$ cat config.mk
export PLATFORM = sky130hd
export DESIGN_NAME = alu_seq
export DESIGN_NICKNAME = d
export VERILOG_FILES = /design/src/rtl/alu_pkg.sv /design/src/rtl/alu_mul_iter.sv /design/src/rtl/alu_seq.sv
export SDC_FILE = /design/constraint.sdc
export NUM_CORES = 1
export LEC_CHECK = 0
export ABC_AREA = 1
export CORE_AREA = 2 2 115 117
export CTS_CLUSTER_DIAMETER = 30
export DETAILED_ROUTE_END_ITERATION = 12
export DIE_AREA = 0 0 117 119
export GPL_TIMING_DRIVEN = 0
export HOLD_SLACK_MARGIN = 0.02
export PLACE_DENSITY_LB_ADDON = 0.1
export SLEW_MARGIN = 20
export SYNTH_ARGS = -nofsm -noshare
export SYNTH_HDL_FRONTEND = slang
export SYNTH_SLANG_ARGS = --single-unit
$ cat constraint.sdc
create_clock -name clk -period 1.55 [get_ports clk]
set_clock_uncertainty 0.15 [all_clocks]
set_input_delay 0.31 -clock clk [delete_from_list [all_inputs] [get_ports clk]]
set_output_delay 0.31 -clock clk [all_outputs]
set_load 0.05 [all_outputs]
$ cat src/rtl/alu_pkg.sv
// Shared types for the sequential stack ALU: opcode encoding, opcode width
// and the controller state encoding used by alu_seq.
package alu_pkg;

    // Opcode width is fixed by the encoding below; callers must not override it.
    localparam int OPW = 3;

    // Operation encoding as seen on the op input.
    typedef enum logic [OPW-1:0] {
        ALU_ADD = 3'd0,
        ALU_SUB = 3'd1,
        ALU_AND = 3'd2,
        ALU_OR  = 3'd3,
        ALU_XOR = 3'd4,
        ALU_SHL = 3'd5,
        ALU_SHR = 3'd6,
        ALU_MUL = 3'd7
    } alu_op_t;

    // Controller states: waiting for work, multiplier iterating, result held.
    typedef enum logic [1:0] {
        ST_IDLE = 2'd0,
        ST_BUSY = 2'd1,
        ST_DONE = 2'd2
    } alu_state_t;

endpackage

$ cat src/rtl/alu_mul_iter.sv
// Iterative shift-add multiplier: one partial product per cycle, WIDTH
// cycles per multiply. Operands are captured on start; the full
// 2*WIDTH-bit product is presented on prod in the same cycle that done
// pulses, so the caller registers it on that edge.
module alu_mul_iter #(
    parameter int WIDTH = 16
) (
    input  logic                 clk,
    input  logic                 rst_n,
    input  logic                 start,
    input  logic [WIDTH-1:0]     a,
    input  logic [WIDTH-1:0]     b,
    output logic                 busy,
    output logic                 done,
    output logic [2*WIDTH-1:0]   prod
);

    localparam int CW = (WIDTH > 1) ? $clog2(WIDTH) : 1;
    localparam logic [CW-1:0] LAST = CW'(WIDTH - 1);

    logic [2*WIDTH-1:0] mcand;   // multiplicand, shifted left one place per step
    logic [WIDTH-1:0]   mplier;  // multiplier, shifted right one place per step
    logic [2*WIDTH-1:0] acc;     // running sum of partial products
    logic [CW-1:0]      cnt;     // index of the partial product being added
    logic [2*WIDTH-1:0] addend;
    logic [2*WIDTH-1:0] acc_sum;

    // Partial product for this step and the accumulator value after adding it.
    always_comb begin
        addend  = mplier[0] ? mcand : '0;
        acc_sum = acc + addend;
    end

    // The last step is the one that adds partial product WIDTH-1.
    assign done = busy && (cnt == LAST);
    assign prod = acc_sum;

    // Operand load on start, then one shift-add step per cycle until done.
    always_ff @(posedge clk or negedge rst_n) begin
        if (!rst_n) begin
            mcand  <= '0;
            mplier <= '0;
            acc    <= '0;
            cnt    <= '0;
            busy   <= 1'b0;
        end else if (start) begin
            mcand  <= {{WIDTH{1'b0}}, a};
            mplier <= b;
            acc    <= '0;
            cnt    <= '0;
            busy   <= 1'b1;
        end else if (busy) begin
            mcand  <= mcand << 1;
            mplier <= mplier >> 1;
            acc    <= acc_sum;
            if (done) begin
                busy <= 1'b0;
                cnt  <= '0;
            end else begin
                cnt  <= cnt + CW'(1);
            end
        end
    end

endmodule

$ cat src/rtl/alu_seq.sv
// Registered ALU for the stack datapath, sitting between the operand latch
// (upstream) and the writeback stage (downstream).
//
// Handshake: a transfer happens on a rising edge where valid and ready are
// both high; the sender holds its payload until that edge, and the block
// never drops out_valid or changes o/cout/zero/err until out_ready is seen.
//
// Build option: define ALU_MUL_EN to include the iterative multiplier for
// op 7. Without it op 7 is a one-cycle error op (o=0, zero=1, err=1).
module alu_seq
    import alu_pkg::*;
#(
    parameter int WIDTH = 16
) (
    input  logic             clk,
    input  logic             rst_n,
    input  logic             in_valid,
    output logic             in_ready,
    input  logic [OPW-1:0]   op,
    input  logic [WIDTH-1:0] i0,
    input  logic [WIDTH-1:0] i1,
    output logic             out_valid,
    input  logic             out_ready,
    output logic [WIDTH-1:0] o,
    output logic             cout,
    output logic             zero,
    output logic             err
);

    localparam int SW = $clog2(WIDTH);

    alu_state_t         state;
    alu_state_t         state_next;
    logic               accept;
    logic               is_mul;
    logic               load_alu;
    logic               mul_busy;
    logic               mul_done;
    logic [2*WIDTH-1:0] mul_prod;

    logic [WIDTH-1:0]   alu_o;
    logic               alu_cout;
    logic               alu_err;
    logic [WIDTH:0]     wide;
    logic [SW-1:0]      sh;

`ifdef ALU_MUL_EN
    assign is_mul = (alu_op_t'(op) == ALU_MUL);

    alu_mul_iter #(
        .WIDTH (WIDTH)
    ) u_mul (
        .clk   (clk),
        .rst_n (rst_n),
        .start (accept && is_mul),
        .a     (i0),
        .b     (i1),
        .busy  (mul_busy),
        .done  (mul_done),
        .prod  (mul_prod)
    );
`else
    // No multiplier: op 7 takes the single-cycle path and flags err.
    assign is_mul   = 1'b0;
    assign mul_busy = 1'b0;
    assign mul_done = 1'b0;
    assign mul_prod = '0;
`endif

    // Single-cycle datapath, evaluated on the live inputs so the result can
    // be registered on the accepting edge.
    always_comb begin
        alu_o    = '0;
        alu_cout = 1'b0;
        alu_err  = 1'b0;
        wide     = '0;
        sh       = i1[SW-1:0];
        case (alu_op_t'(op))
            ALU_ADD: begin
                wide     = {1'b0, i0} + {1'b0, i1};
                alu_o    = wide[WIDTH-1:0];
                alu_cout = wide[WIDTH];
            end
            ALU_SUB: begin
                // Carry out of i0 + ~i1 + 1 is the no-borrow flag (i0 >= i1).
                wide     = {1'b0, i0} + {1'b0, ~i1} + (WIDTH+1)'(1);
                alu_o    = wide[WIDTH-1:0];
                alu_cout = wide[WIDTH];
            end
            ALU_AND: alu_o = i0 & i1;
            ALU_OR:  alu_o = i0 | i1;
            ALU_XOR: alu_o = i0 ^ i1;
            ALU_SHL: begin
                // Extra bit on the left catches the last bit shifted out;
                // a zero shift leaves it 0.
                wide     = {1'b0, i0} << sh;
                alu_o    = wide[WIDTH-1:0];
                alu_cout = wide[WIDTH];
            end
            ALU_SHR: begin
                // Extra bit on the right catches the last bit shifted out.
                wide     = {i0, 1'b0} >> sh;
                alu_o    = wide[WIDTH:1];
                alu_cout = wide[0];
            end
            ALU_MUL: begin
`ifdef ALU_MUL_EN
                // Result comes from the multiplier, not this path.
                alu_o   = '0;
`else
                alu_err = 1'b1;
`endif
            end
            default: alu_o = '0;
        endcase
    end

    // Ready when idle, or when the held result is being taken this cycle.
    assign in_ready  = rst_n && !mul_busy &&
                       ((state == ST_IDLE) || ((state == ST_DONE) && out_ready));
    assign accept    = in_valid && in_ready;
    assign load_alu  = accept && !is_mul;
    assign out_valid = (state == ST_DONE);

    // State register.
    always_ff @(posedge clk or negedge rst_n) begin
        if (!rst_n) begin
            state <= ST_IDLE;
        end else begin
            state <= state_next;
        end
    end

    // Next-state logic: accepted ops go to BUSY (multiply) or straight to DONE.
    always_comb begin
        state_next = state;
        case (state)
            ST_IDLE: begin
                if (accept) begin
                    state_next = is_mul ? ST_BUSY : ST_DONE;
                end
            end
            ST_BUSY: begin
                if (mul_done) begin
                    state_next = ST_DONE;
                end
            end
            ST_DONE: begin
                if (accept) begin
                    state_next = is_mul ? ST_BUSY : ST_DONE;
                end else if (out_ready) begin
                    state_next = ST_IDLE;
                end
            end
            default: state_next = ST_IDLE;
        endcase
    end

    // Result and flag registers: loaded by a single-cycle accept or by the
    // final multiplier step, otherwise held.
    always_ff @(posedge clk or negedge rst_n) begin
        if (!rst_n) begin
            o    <= '0;
            cout <= 1'b0;
            zero <= 1'b0;
            err  <= 1'b0;
        end else if (load_alu) begin
            o    <= alu_o;
            cout <= alu_cout;
            zero <= (alu_o == '0);
            err  <= alu_err;
        end else if (mul_done) begin
            o    <= mul_prod[WIDTH-1:0];
            cout <= |mul_prod[2*WIDTH-1:WIDTH];
            zero <= (mul_prod[WIDTH-1:0] == '0);
            err  <= 1'b0;
        end
    end

endmodule

# Yosys cells after proc, flatten, opt, wreduce, memory -nomap -nowiden
# Index checks and enable logic that the tools add are counted.
[totals]
register_bits = 21
out_inout_bits = 21
[op_classes]
add_sub_neg = 3
n_eq_ne = 11
n_shift = 2
mux = 7
bitwise_logic = 5
n_reduce_logical = 8
[ops]
columns = ["operator", "n"]
rows = [
  ["16-bit one-hot mux with 7 select lines", 1],
  ["16-bit by 16-bit adder with 17-bit output", 2],
  ["17-bit by 1-bit adder with 17-bit output (second input constant)", 1],
  ["16-bit by 4-bit << shifter with 17-bit output", 1],
  ["17-bit by 4-bit >> shifter with 17-bit output", 1],
  ["16-bit bitwise AND", 1],
  ["16-bit zero test", 1],
  ["16-bit NOT", 1],
  ["16-bit OR", 1],
  ["16-bit bitwise XOR", 1],
  ["3-bit equality test (second input constant)", 4],
  ["3-bit by 2-bit equality test with 1-bit output (second input constant)", 2],
  ["2-bit 2-to-1 mux", 3],
  ["2-bit one-hot mux with 3 select lines", 1],
  ["1-bit one-hot mux with 4 select lines", 1],
  ["3-bit by 1-bit equality test with 1-bit output (second input constant)", 1],
  ["1-bit logical AND", 3],
  ["3-bit zero test", 1],
  ["3-bit by 1-bit inequality test with 1-bit output (second input constant)", 1],
  ["3-bit AND reduction", 1],
  ["2-bit by 1-bit equality test with 1-bit output (second input constant)", 1],
  ["2-bit equality test (second input constant)", 1],
  ["2-bit zero test", 1],
  ["2-bit inequality test (second input constant)", 1],
  ["other kinds (3)", 3],
]

# Logic depth before layout (Yosys ltp)
[logic_depth]
word_depth = 7
depth_mapped = 21
ltp_nobuf = 18

# Least setup slack after synthesis
# No wires, ideal clock.
[synth_path]
path_kind = "in2reg"
startpoint = "input i1[2]"
endpoint = "register zero"
arrival_ns = 2.270
setup_slack_ns = -0.936
path_stages = 21
path_cell_list = "buf_2 > inv_1 > buf_4 > buf_2 > ha_1 > buf_4 > inv_1 > nand2_1 > nand2_1 > and2_1 > nor2_1 > nor2_1 > nor2_1 > nand2_1 > nor2_1 > nand2_1 > nor2_1 > nand2_1 > nor2_1 > nand2_1 > nand2_1"
[synth_between]
elab_chain_cells = 5
word_cells_on_any_way = 11
classes_between = "add/sub (3); shift (2); mux (1); bitwise (4); reduce/logical (1)"
[synth_lines]
columns = ["item", "line_no", "text"]
rows = [
  ["start, declared", "alu_seq.sv:21", "input logic [WIDTH-1:0] i1,"],
  ["16-bit NOT", "alu_seq.sv:86", "wide = {1'b0, i0} + {1'b0, ~i1} + (WIDTH+1)'(1);"],
  ["16-bit by 16-bit adder with 17-bit output", "alu_seq.sv:86", ""],
  ["17-bit by 1-bit adder with 17-bit output", "alu_seq.sv:86", ""],
  ["16-bit one-hot mux with 7 select lines *", "alu_seq.sv:78", "case (alu_op_t'(op))"],
  ["16-bit zero test *", "alu_seq.sv:170", "zero <= (alu_o == '0);"],
  ["end signal, assigned", "alu_seq.sv:170", ""],
  ["end signal, assigned", "alu_seq.sv:175", "zero <= (mul_prod[WIDTH-1:0] == '0);"],
  ["end, declared", "alu_seq.sv:26", "output logic zero,"],
]
# Mark *: on every way between the ends. The rest lies on a longest branch, timed or not.
# A chain may end at the register's enable or synchronous reset.

# Worst setup path after layout
# Same ends and word-level chain as after synthesis.

==> flow_summary_export.csv <==
group,metric,value,unit
outcome,status,"finished with violations",
outcome,violations,"negative setup slack",
placement,dp_cells,1188,
placement,pre_cts_ws,-1.77,ns
route,initialDrtViolationCount,532,
global_routing,antenna_found_initial,0,
clock_tree,h-tree-depth,1,
cells_and_area,drive_gt1_frac,0.335,
route,finalWirelength,22.5,mm
setup_path,crit_fanout,7,
yosys,netlist_area,0.00498,mm^2
timing,slew_viol_final,0,
job,maxCapViolCount,0,
cells_and_area,layout_commonest_cell,"nand2_1",
timing,fin_crit_sh,1.52,
setup_path,startpoint,"i1[2]",
setup_path,end_kind,"flop",
yosys,ys_seq_area_frac,0.101,
setup_path,reg2regPathDepth,13,
setup_path,r2r_start,"state[1]",
timing,finalHoldViolCount,0,
route,viasPerCell,5.41,
setup_path,path_common_cell,"nand2_1",
clock_tree,cts.sinks,20,
clock_tree,cts_inserted_buffers,3,
global_routing,grt_max_degree,21,
setup_path,cpMaxStageDelayCell,"ha_4",
die,die_w,117,um
pwr,power.density,574,mW/mm^2
timing,rsz0062_at_grt,"true",
yosys,synthCells,953,
die,core_area,0.0129,mm^2
die,io_pins,60,
clock_tree,clk_pin_slew_worst_paths,0.06,ns
cells_and_area,layout_common_cells,"nand2_1, nand3_1, inv_1",
timing,timing.final.ws_setup,-0.803,ns
pwr,ir_worst_vdd,0.387,mV
global_routing,grt_pass1_wl,33.2,mm
route,antenna_left,0,
clock_tree,clkLatencyLatePin,0.26,ns
timing,fmax,425,MHz
setup_path,cp.required,1.60,ns
timing,setup_viol,18,
cells_and_area,diodes,0,
cells_and_area,fin_nets,1169,
placement,gp_congestion,1.00,
placement,io_buffers,59,
setup_path,path_cells,"buf_8, buf_8, inv_4, buf_8, buf_12, ha_4, nor2_4, nand2_2, nand3_4, nor2_1, o21bai_1, nand3_1, nor2_2, nand2_1, nor2_1, nand2_1, nor2_1, nand2_1, nand2_1",
timing,tightest_slew,0.876,ns
cells_and_area,area_delta_synth_final,51.4,%
yosys,avgSynthCellArea,5.22,um^2
setup_path,critical_path_arrival,2.40,ns
yosys,synth_fp_nets,1045,
route,vias,6776,
yosys,synth_warnings,0,
global_routing,grt_pass1_vias,6262,
placement,hpwl,16.7,mm
clock_tree,clk_path_buf_depth,2,
route,wl_per_cell,17.9,um
timing,slew_headroom,0.416,
die,dieHeight,119,um
setup_path,ff2ff_setup_slack,-0.38,ns
cells_and_area,layout.cells.non_filler,1252,
pwr,p_leak,3.89,nW
clock_tree,tritoncts,"built",
clock_tree,cts_root_buf,"clkbuf_16",
setup_path,criticalPathCategory,"in -> reg",
setup_path,startpoint_type,"input pin",
global_routing,grt_overflow,0,
hold_path,min-delay-path-class,"in -> async",
route,drc_errors,0,
yosys,ys_ff_latch,20,
setup_path,cpPeakStageDelay,0.28,ns
die,rows,42,
die,fp.dieArea,0.0139,mm^2
yosys,ys_types,33,
route,dr.pass1.iters,5,
timing,min_period,2.35,ns
global_routing,grtUsageTotal,0.311,
die,initial_utilization,0.386,
timing,holdWs,0.213,ns
synthesized netlist by cell type:
master | number | area share
inv_2 | 3 | 0.0023
a21oi_2 | 1 | 0.0018
dfrtp_1 | 20 | 0.10
buf_6 | 3 | 0.0068
o41ai_1 | 1 | 0.0018
o21ai_0 | 22 | 0.022
nand2_1 | 336 | 0.25
clkbuf_2 | 1 | 0.0010
fa_1 | 2 | 0.0080
and2_1 | 3 | 0.0038
o21ai_1 | 2 | 0.0020
inv_4 | 1 | 0.0013
or2_2 | 2 | 0.0025
nor3_1 | 8 | 0.0080
nand3b_1 | 2 | 0.0030
ha_1 | 51 | 0.13
nand3_1 | 163 | 0.16
buf_2 | 18 | 0.018
or2_1 | 1 | 0.0013
nand4_1 | 11 | 0.014
o22ai_1 | 5 | 0.0063
a211oi_1 | 1 | 0.0015
o211ai_1 | 2 | 0.0030
clkbuf_8 | 1 | 0.0028
clkbuf_1 | 6 | 0.0045
nor2_2 | 1 | 0.0013
a21oi_1 | 34 | 0.034
inv_1 | 123 | 0.093
nand2_2 | 2 | 0.0025
nand3_2 | 2 | 0.0040
nor2_1 | 113 | 0.085
o21bai_1 | 5 | 0.0075
buf_4 | 7 | 0.011
area by class of cell:
type / instances / area [um^2]
multi-input cells: 770 / 4730
fillers: 1358 / 5340
clock buffers: 3 / 75.1
clock inverters: 1 / 30.0
repair buffers: 121 / 1080
flip-flops and latches: 20 / 502
well taps: 176 / 220
plain buffers: 34 / 373
inverters: 127 / 523
per-layer routing:
metal  vias up  wire (um)  GRT usage
met2       330      10300      0.517
met1      3098       9490      0.409
li1       3277          -          -
met3        71       1710     0.0412
met4         0       1020      0.106
met5         -          0          0
stage by stage:
stage	power, mW	util	instance area [um^2]	setup TNS, ns
5_1_grt	4.57	0.585	7530	-10.81
3_3_place_gp	2.94	0.459	5910	-33.85
6_report	4.32	0.585	7530	-9.01
2_1_floorplan	2.16	-	5100	-8.12
4_1_cts	4.03	0.539	6940	-8.45
3_5_place_dp	2.93	0.459	5910	-33.20
power by group:
| part | total (mW) | switching (mW) | internal [mW] | leakage, nW |
|---|---|---|---|---|
| Sequential | 0.667 | 0.0496 | 0.618 | 0.256 |
| Clock | 0.712 | 0.199 | 0.513 | 0.0511 |
| Combinational | 2.94 | 1.87 | 1.07 | 3.59 |
| Total | 4.32 | 2.12 | 2.20 | 3.89 |
cell families after synthesis:
kind of cell	after synthesis	share of synthesized area
adders and majority gates	53	0.136
AOI/OAI and AO/OA	73	0.0802
and+or+nand+nor	644	0.543
DFF	20	0.101
buffers and inverters	163	0.140
state kept, by name (all words and copies together) (netlist names):
name / count
cout: 1
err: 1
o: 16
state: 1
zero: 1
path summary, 6_finish.rpt:
path,to
max in group asynchronous,state[1]
min in group clk,state[1]
min reg2reg,o[11]
max,zero
max reg2reg,zero
min,o[6]
critical path: cells and delay by family:
kind / cells / cell delay (ns)
compound gates: 1 / 0.23
simple gates: 12 / 1.16
fa+ha+maj: 1 / 0.28
buf+inv: 5 / 0.42
what timing repair did:
item | 4_1_cts | 5_1_grt
buffers inserted | 39 | 20
gates cloned | 3 | 2
hold endpoints to repair | 20 | 0
hold buffers | 1 | 0
setup endpoints to repair | 41 | 42
resized for setup | 356 | 148
pin swaps | 61 | 38
Note: power is estimated with default switching activity, not from simulation.
